## config.mk

```make
export PLATFORM = sky130hd
export DESIGN_NAME = muldiv_seq_flat
export DESIGN_NICKNAME = d
export VERILOG_FILES = /design/src/rtl/muldiv_pkg.sv /design/src/rtl/muldiv_if.sv /design/src/rtl/muldiv_step.sv /design/src/rtl/muldiv_seq.sv /design/src/flat_wrapper.sv
export SDC_FILE = /design/constraint.sdc
export NUM_CORES = 1
export LEC_CHECK = 0
export BUFFER_PORTS_ARGS = -buffer_cell sky130_fd_sc_hd__buf_4
export CORE_MARGIN = 5
export CORE_UTILIZATION = 50
export DETAILED_ROUTE_END_ITERATION = 12
export HOLD_SLACK_MARGIN = 0.12
export MAX_ROUTING_LAYER = met4
export PLACE_DENSITY = 0.7
export SLEW_MARGIN = 30
export SYNTH_ARGS = -nofsm -noshare
export SYNTH_HDL_FRONTEND = slang
export SYNTH_HIERARCHICAL = 1
export SYNTH_SLANG_ARGS = --single-unit
```

## constraint.sdc

```tcl
create_clock -name CLK -period 6.5 [get_ports CLK]
set_input_delay 0 -clock CLK [delete_from_list [all_inputs] [get_ports CLK]]
set_output_delay 0 -clock CLK [all_outputs]
set_load 0.05 [all_outputs]
```

## src/rtl/muldiv_pkg.sv

```systemverilog
// Shared types and constants for the sequential multiply/divide unit.
// Op encodings, FSM states and iteration/result constants.
package muldiv_pkg;

    typedef enum logic [1:0] {
        OP_MULT  = 2'b00,
        OP_MULTU = 2'b01,
        OP_DIV   = 2'b10,
        OP_DIVU  = 2'b11
    } op_e;

    typedef enum logic [1:0] {
        S_IDLE = 2'b00,
        S_RUN  = 2'b01,
        S_FIX  = 2'b10
    } state_e;

    localparam int unsigned MD_ITER = 32;
    localparam logic [31:0] DIV0_LO = 32'hFFFF_FFFF;

    function automatic logic op_is_div(input op_e op);
        return op[1];
    endfunction

    function automatic logic op_is_signed(input op_e op);
        return ~op[0];
    endfunction

endpackage

```

## src/rtl/muldiv_if.sv

```systemverilog
// Request/result bundle between the EXE stage and the mul/div unit.
// master drives requests, slave returns HI/LO and status.
interface muldiv_if;
    logic        Start_IN;
    logic [1:0]  Op_IN;
    logic [31:0] OperandA_IN;
    logic [31:0] OperandB_IN;
    logic        WriteHI_IN;
    logic        WriteLO_IN;
    logic [31:0] MoveData_IN;
    logic        HiLoRead_IN;
    logic        Flush_IN;
    logic [31:0] HI_OUT;
    logic [31:0] LO_OUT;
    logic        Busy_OUT;
    logic        Stall_OUT;
    logic        Done_OUT;
    logic        DivByZero_OUT;

    modport master (
        output Start_IN, Op_IN, OperandA_IN, OperandB_IN,
        output WriteHI_IN, WriteLO_IN, MoveData_IN,
        output HiLoRead_IN, Flush_IN,
        input  HI_OUT, LO_OUT, Busy_OUT, Stall_OUT,
        input  Done_OUT, DivByZero_OUT
    );

    modport slave (
        input  Start_IN, Op_IN, OperandA_IN, OperandB_IN,
        input  WriteHI_IN, WriteLO_IN, MoveData_IN,
        input  HiLoRead_IN, Flush_IN,
        output HI_OUT, LO_OUT, Busy_OUT, Stall_OUT,
        output Done_OUT, DivByZero_OUT
    );
endinterface

```

## src/rtl/muldiv_step.sv

```systemverilog
// One radix-2 iteration: shift-add multiply or restoring divide.
// Accumulator is {hi, lo}; lo holds multiplier or dividend bits.
module muldiv_step (
    input  logic [63:0] acc_i,
    input  logic [31:0] opnd_i,
    input  logic        div_i,
    output logic [63:0] acc_o
);

    logic [32:0] mul_sum;
    logic [32:0] rem_sh;
    logic        ge;
    logic [31:0] diff;

    // Compute both step kinds and select by op kind.
    always_comb begin
        mul_sum = {1'b0, acc_i[63:32]}
                + (acc_i[0] ? {1'b0, opnd_i} : 33'd0);
        rem_sh  = acc_i[63:31];
        ge      = (rem_sh >= {1'b0, opnd_i});
        diff    = rem_sh[31:0] - opnd_i;
        if (div_i) begin
            if (ge) begin
                acc_o = {diff, acc_i[30:0], 1'b1};
            end else begin
                acc_o = {rem_sh[31:0], acc_i[30:0], 1'b0};
            end
        end else begin
            acc_o = {mul_sum, acc_i[31:1]};
        end
    end

endmodule

```

## src/rtl/muldiv_seq.sv

```systemverilog
// Sequential 32-cycle multiply/divide unit with HI/LO registers.
// Fixed 33-cycle latency, flushable, stalls dependent requests.
module muldiv_seq
    import muldiv_pkg::*;
(
    input  logic    CLK,
    input  logic    RESET,
    muldiv_if.slave bus
);

    state_e      state_q;
    op_e         op_q;
    logic [4:0]  count_q;
    logic [63:0] acc_q;
    logic [63:0] acc_d;
    logic [31:0] opnd_q;
    logic        sign_a_q;
    logic        sign_b_q;
    logic        dbz_q;
    logic [31:0] hi_q;
    logic [31:0] lo_q;
    logic        done_q;
    logic        dbz_out_q;

    op_e         op_in;
    logic        sgn_in;
    logic [31:0] mag_a;
    logic [31:0] mag_b;
    logic        run_div;
    logic [63:0] prod;
    logic [31:0] quo;
    logic [31:0] rem;
    logic [31:0] fix_hi_d;
    logic [31:0] fix_lo_d;

    assign run_div = op_is_div(op_q);

    muldiv_step u_step (
        .acc_i  (acc_q),
        .opnd_i (opnd_q),
        .div_i  (run_div),
        .acc_o  (acc_d)
    );

    // Operand magnitudes for signed ops, raw operands otherwise.
    always_comb begin
        op_in  = op_e'(bus.Op_IN);
        sgn_in = op_is_signed(op_in);
        mag_a  = (sgn_in && bus.OperandA_IN[31])
               ? (~bus.OperandA_IN + 32'd1) : bus.OperandA_IN;
        mag_b  = (sgn_in && bus.OperandB_IN[31])
               ? (~bus.OperandB_IN + 32'd1) : bus.OperandB_IN;
    end

    // Sign correction of the raw magnitude result in FIX.
    always_comb begin
        prod = acc_q;
        quo  = acc_q[31:0];
        rem  = acc_q[63:32];
        if (op_is_signed(op_q)) begin
            if (sign_a_q ^ sign_b_q) begin
                prod = ~acc_q + 64'd1;
                quo  = ~acc_q[31:0] + 32'd1;
            end
            if (sign_a_q) begin
                rem = ~acc_q[63:32] + 32'd1;
            end
        end
        if (dbz_q) begin
            quo = DIV0_LO;
        end
        fix_hi_d = run_div ? rem : prod[63:32];
        fix_lo_d = run_div ? quo : prod[31:0];
    end

    // Control FSM, iteration datapath and HI/LO registers.
    always_ff @(posedge CLK) begin
        if (RESET) begin
            state_q   <= S_IDLE;
            op_q      <= OP_MULT;
            count_q   <= 5'd0;
            acc_q     <= 64'd0;
            opnd_q    <= 32'd0;
            sign_a_q  <= 1'b0;
            sign_b_q  <= 1'b0;
            dbz_q     <= 1'b0;
            hi_q      <= 32'd0;
            lo_q      <= 32'd0;
            done_q    <= 1'b0;
            dbz_out_q <= 1'b0;
        end else begin
            done_q    <= 1'b0;
            dbz_out_q <= 1'b0;
            unique case (state_q)
                S_IDLE: begin
                    if (!bus.Flush_IN) begin
                        if (bus.WriteHI_IN) begin
                            hi_q <= bus.MoveData_IN;
                        end
                        if (bus.WriteLO_IN) begin
                            lo_q <= bus.MoveData_IN;
                        end
                        if (bus.Start_IN) begin
                            op_q     <= op_in;
                            sign_a_q <= bus.OperandA_IN[31];
                            sign_b_q <= bus.OperandB_IN[31];
                            dbz_q    <= op_is_div(op_in)
                                     && (bus.OperandB_IN == 32'd0);
                            count_q  <= 5'(MD_ITER - 1);
                            if (op_is_div(op_in)) begin
                                acc_q  <= {32'd0, mag_a};
                                opnd_q <= mag_b;
                            end else begin
                                acc_q  <= {32'd0, mag_b};
                                opnd_q <= mag_a;
                            end
                            state_q <= S_RUN;
                        end
                    end
                end
                S_RUN: begin
                    if (bus.Flush_IN) begin
                        state_q <= S_IDLE;
                    end else begin
                        acc_q   <= acc_d;
                        count_q <= count_q - 5'd1;
                        if (count_q == 5'd0) begin
                            state_q <= S_FIX;
                        end
                    end
                end
                S_FIX: begin
                    if (bus.Flush_IN) begin
                        state_q <= S_IDLE;
                    end else begin
                        hi_q      <= fix_hi_d;
                        lo_q      <= fix_lo_d;
                        done_q    <= 1'b1;
                        dbz_out_q <= dbz_q;
                        state_q   <= S_IDLE;
                    end
                end
                default: state_q <= S_IDLE;
            endcase
        end
    end

    assign bus.HI_OUT        = hi_q;
    assign bus.LO_OUT        = lo_q;
    assign bus.Busy_OUT      = (state_q != S_IDLE);
    assign bus.Done_OUT      = done_q;
    assign bus.DivByZero_OUT = dbz_out_q;
    assign bus.Stall_OUT     = bus.Busy_OUT
                             & (bus.Start_IN | bus.HiLoRead_IN
                             | bus.WriteHI_IN | bus.WriteLO_IN);

endmodule
```

## src/flat_wrapper.sv

```systemverilog
// flat-port wrapper written by rule: the top's interface ports become plain ports
module muldiv_seq_flat import muldiv_pkg::*;
  (CLK, RESET, bus_Start_IN, bus_Op_IN, bus_OperandA_IN, bus_OperandB_IN, bus_WriteHI_IN, bus_WriteLO_IN, bus_MoveData_IN, bus_HiLoRead_IN, bus_Flush_IN, bus_HI_OUT, bus_LO_OUT, bus_Busy_OUT, bus_Stall_OUT, bus_Done_OUT, bus_DivByZero_OUT);
  muldiv_if bus_i ();
  input  logic CLK;
  input  logic RESET;
  input wire logic [$bits(bus_i.Start_IN)-1:0] bus_Start_IN;
  input wire logic [$bits(bus_i.Op_IN)-1:0] bus_Op_IN;
  input wire logic [$bits(bus_i.OperandA_IN)-1:0] bus_OperandA_IN;
  input wire logic [$bits(bus_i.OperandB_IN)-1:0] bus_OperandB_IN;
  input wire logic [$bits(bus_i.WriteHI_IN)-1:0] bus_WriteHI_IN;
  input wire logic [$bits(bus_i.WriteLO_IN)-1:0] bus_WriteLO_IN;
  input wire logic [$bits(bus_i.MoveData_IN)-1:0] bus_MoveData_IN;
  input wire logic [$bits(bus_i.HiLoRead_IN)-1:0] bus_HiLoRead_IN;
  input wire logic [$bits(bus_i.Flush_IN)-1:0] bus_Flush_IN;
  output wire logic [$bits(bus_i.HI_OUT)-1:0] bus_HI_OUT;
  output wire logic [$bits(bus_i.LO_OUT)-1:0] bus_LO_OUT;
  output wire logic [$bits(bus_i.Busy_OUT)-1:0] bus_Busy_OUT;
  output wire logic [$bits(bus_i.Stall_OUT)-1:0] bus_Stall_OUT;
  output wire logic [$bits(bus_i.Done_OUT)-1:0] bus_Done_OUT;
  output wire logic [$bits(bus_i.DivByZero_OUT)-1:0] bus_DivByZero_OUT;
  assign bus_i.Start_IN = bus_Start_IN;
  assign bus_i.Op_IN = bus_Op_IN;
  assign bus_i.OperandA_IN = bus_OperandA_IN;
  assign bus_i.OperandB_IN = bus_OperandB_IN;
  assign bus_i.WriteHI_IN = bus_WriteHI_IN;
  assign bus_i.WriteLO_IN = bus_WriteLO_IN;
  assign bus_i.MoveData_IN = bus_MoveData_IN;
  assign bus_i.HiLoRead_IN = bus_HiLoRead_IN;
  assign bus_i.Flush_IN = bus_Flush_IN;
  assign bus_HI_OUT = bus_i.HI_OUT;
  assign bus_LO_OUT = bus_i.LO_OUT;
  assign bus_Busy_OUT = bus_i.Busy_OUT;
  assign bus_Stall_OUT = bus_i.Stall_OUT;
  assign bus_Done_OUT = bus_i.Done_OUT;
  assign bus_DivByZero_OUT = bus_i.DivByZero_OUT;
  muldiv_seq u_core (.CLK(CLK), .RESET(RESET), .bus(bus_i));
endmodule
```

==> reports/qor.yml <==
grt:
  grt_max_degree: 77
  antenna_found_initial: 0
  grt_pass1_vias: 16000
  grt_overflow: 0
  grtUsageTotal_pct: 35.7
  grt_pass1_wl_um: 93900
clock_tree:
  clk_pin_slew_ns: 0.07
  cts_buffers: 17
  cts-root-buf: "clkbuf_16"
  clock_latency_ns: 0.44
  cts_sinks: 174
  cts_buffer_depth: 2
  cts_tree: "yes"
  htree_levels: 4
  cts.repair.resized: 0
timing:
  fin_crit_ns: 4.23
  fin_crit_sh_pct: 65.1
  rsz0062_at_grt: "no"
  fin_hold_ws_ns: 0.143
  slew_violations: 0
  tightest_slew_ns: 0.963
  fin_ws_ns: 2.27
  final-hold-violation-count: 0
  tns_ns: 0
  fmaxAchievable_mhz: 236
  setup_viol: 0
  relSlewSlack_pct: 35.5
  fin_worst_skew_ns: 0.00999
cells_and_area:
  diodes: 0
  ff_latch_area_um2: 3490
  area_delta_synth_final_pct: 19.8
  utilization_pct: 60.6
  drive_gt1_share_pct: 14.4
  final_nets: 2406
  stdcell_count: 2637
  num-fill-cells: 2822
  multiInputGateArea_um2: 11200
synthesis:
  synthTopCellsByArea: "dfxtp_1 (23%), xnor2_1 (5.8%), ha_1 (5.7%), a21oi_1 (5.6%), nor2_1 (4.1%)"
  ys_ff_latch: 174
  synth_cells: 2040
  async_flop_share_pct: 0
  synth.largest_area_cell: "dfxtp_1"
  ys_types: 90
  syn_avg_cell_area_um2: 7.56
  yosys_warnings: 6
  syn-cell-area_um2: 15400
  seq_area_frac_synth_pct: 22.6
  synth-main-ff-cell: "dfxtp_1"
  synth_top_area_share_pct: 22.6
  synth_edf_count: 0
  syn_nets: 2217
die:
  rows: 64
  start_util_pct: 50.5
  core_area_um2: 30500
  die_area_um2: 34400
  io_pins: 173
  die_w_um: 186
  die_h_um: 186
min_path:
  hp-class: "input pin to flop"
  min_from: "bus_OperandB_IN[8]"
power:
  p_clk_share_pct: 29.8
  combPwrFrac_pct: 35.0
  power.share.sequential_pct: 35.2
  irDropWorstVdd_mv: 0.180
  swShare_pct: 38.6
  leakage_nw: 7.50
  p_per_area_nw_per_um2: 187
  intPower_w: 0.00213
  switchingPower_w: 0.00133
placement:
  hpwlAfterDp_um: 46700
  place_ws_ns: 2.55
  numPortBuffers: 172
  placed_cells: 2508
  gpl.final_weighted_congestion: 1.00
worst_setup_path:
  path_class: "flop to flop"
  worstSetupStartpoint: "u_core/acc_q[0]"
  worst_setup_path_end_kind: "flop"
  worstPathMaxFanout: 18
  start_kind: "flop"
  r2r_start: "u_core/acc_q[0]"
  crit_arrival_ns: 4.62
  required_ns: 6.88
drt:
  post_drt_via_cell_ratio: 6.61
  post-route-drc-count: 0
  avgRoutedWirePerCell_um: 23.7
  drt_first_pass_iters: 8
  ant_nets: 0
  vias: 17400
  drt_iter0_markers: 2248
  totalWireLength_um: 62400
run:
  drv_cap: 0
outcome:
  outcome: "finished, final reports clean"
==> logic make-up after synthesis <==
logic type	synth area share (%)
AND/OR/NAND/NOR	22.2
AO/OA/AOI/OAI	29.2
buffers and inverters	4.87
flip-flops	22.6
XOR/XNOR	9.03
multiplexers	6.18
adder cells (fa/ha/maj)	5.94
==> placed cells by master, fill, tap and decap left out, types with 32 or more instances in the layout <==
cell type | netlist | routed
nand2_1 | 160 | 159
a21o_1 | 39 | 39
mux2_2 | 42 | 42
nand3_1 | 53 | 53
a22oi_1 | 37 | 37
mux2i_1 | 48 | 48
xor2_1 | 57 | 57
nor3_1 | 59 | 58
dfxtp_1 | 174 | 173
nor4_1 | 33 | 32
and2_1 | 36 | 36
ha_1 | 70 | 70
o21ai_0 | 125 | 125
xnor2_1 | 102 | 102
a21oi_1 | 171 | 171
nor2_1 | 167 | 165
o31ai_1 | 32 | 32
a31oi_1 | 32 | 32
inv_1 | 69 | 69
dlygate4sd3_1 | 0 | 98
buf_4 | 2 | 196
or3_1 | 35 | 34
==> layout make-up <==
cell class                      instances  share of cell area [%]
Tap cell                              396                    2.68
Clock buffer                           18                    2.32
Sequential cell                       174                    18.9
Multi-Input combinational cell       1673                    60.7
Clock inverter                         13                   0.704
Timing Repair Buffer                  294                    13.3
Inverter                               69                    1.40
==> critical path: stages (launching register included) <==
cell and delay, ns:
dfxtp_1 0.67, and2_1 0.21, ha_1 0.21, o211ai_1 0.14, o211ai_1 0.35, a21oi_1 0.17, a211oi_1 0.82, a31oi_1 0.28
o31ai_1 0.31, mux2_2 0.38, a211o_1 0.26, o21ai_0 0.15, a22oi_1 0.08, nor2_1 0.11
==> flip-flops by register name (all words and copies together), names as in the netlist <==
signal / cells
u_core/bus.HI_OUT: 32
u_core/sign_a_q: 1
u_core/bus.Done_OUT: 1
u_core/opnd_q: 32
u_core/acc_q: 64
u_core/sign_b_q: 1
u_core/dbz_q: 1
u_core/bus.LO_OUT: 32
u_core/op_q: 2
u_core/bus.DivByZero_OUT: 1
u_core/state_q: 2
u_core/count_q: 5
==> layer usage <==
| metal | GRT usage (%) | wire length, µm |
|---|---|---|
| met5 | - | 0 |
| met4 | 9.97 | 1700 |
| met3 | 5.06 | 5330 |
| met2 | 56.8 | 28900 |
| met1 | 47.6 | 26400 |
==> cell usage after synthesis, types with 17 or more instances <==
| master | number |
|---|---|
| inv_1 | 69 |
| o31ai_1 | 32 |
| a22oi_1 | 37 |
| nand4_1 | 22 |
| o21ai_0 | 125 |
| o41ai_1 | 24 |
| mux2_2 | 42 |
| or3_1 | 35 |
| nand2_1 | 160 |
| a211oi_1 | 25 |
| clkbuf_1 | 112 |
| ha_1 | 70 |
| o21a_1 | 19 |
| mux2i_1 | 48 |
| nand3_1 | 53 |
| a21oi_1 | 171 |
| xor2_1 | 57 |
| nor4_1 | 33 |
| nand2b_1 | 19 |
| a31oi_1 | 32 |
| a21o_1 | 39 |
| nor2_1 | 167 |
| nor3_1 | 59 |
| and3_1 | 19 |
| o221ai_1 | 31 |
| xnor2_1 | 102 |
| dfxtp_1 | 174 |
| a221oi_1 | 17 |
| and2_1 | 36 |
==> power groups by stage <==
stage | sequential (W) | clock, W | combinational (W)
4_1_cts | 0.00121 | 0.00103 | 0.00118
2_1_floorplan | 0.00127 | 0 | 0.000693
5_1_grt | 0.00122 | 0.00108 | 0.00128
6_report | 0.00122 | 0.00103 | 0.00121
3_5_place_dp | 0.00124 | 0 | 0.00112
3_3_place_gp | 0.00124 | 0 | 0.00111
==> through the flow <==
step	total power (W)	cell area (µm²)
floorplan	0.00197	15400
global placement	0.00235	16900
detailed placement	0.00236	16900
CTS	0.00342	18500
global route	0.00358	18500
finish	0.00346	18500
==> repair_timing <==
item	in CTS	in global routing
hold buffers	98	0
hold endpoints to repair	111	0
setup buffers	0	0
==> path summary, 6_finish.rpt <==
check	to	slack (ns)	cells past startpoint
worst max register to register	u_core/acc_q[62]	2.27	13
worst min register to register	u_core/bus.LO_OUT[3]	0.46	2
worst max-delay path	u_core/acc_q[62]	2.27	13
worst min-delay path	u_core/opnd_q[8]	0.14	5
No activity file was read; power rests on OpenSTA's default activity.
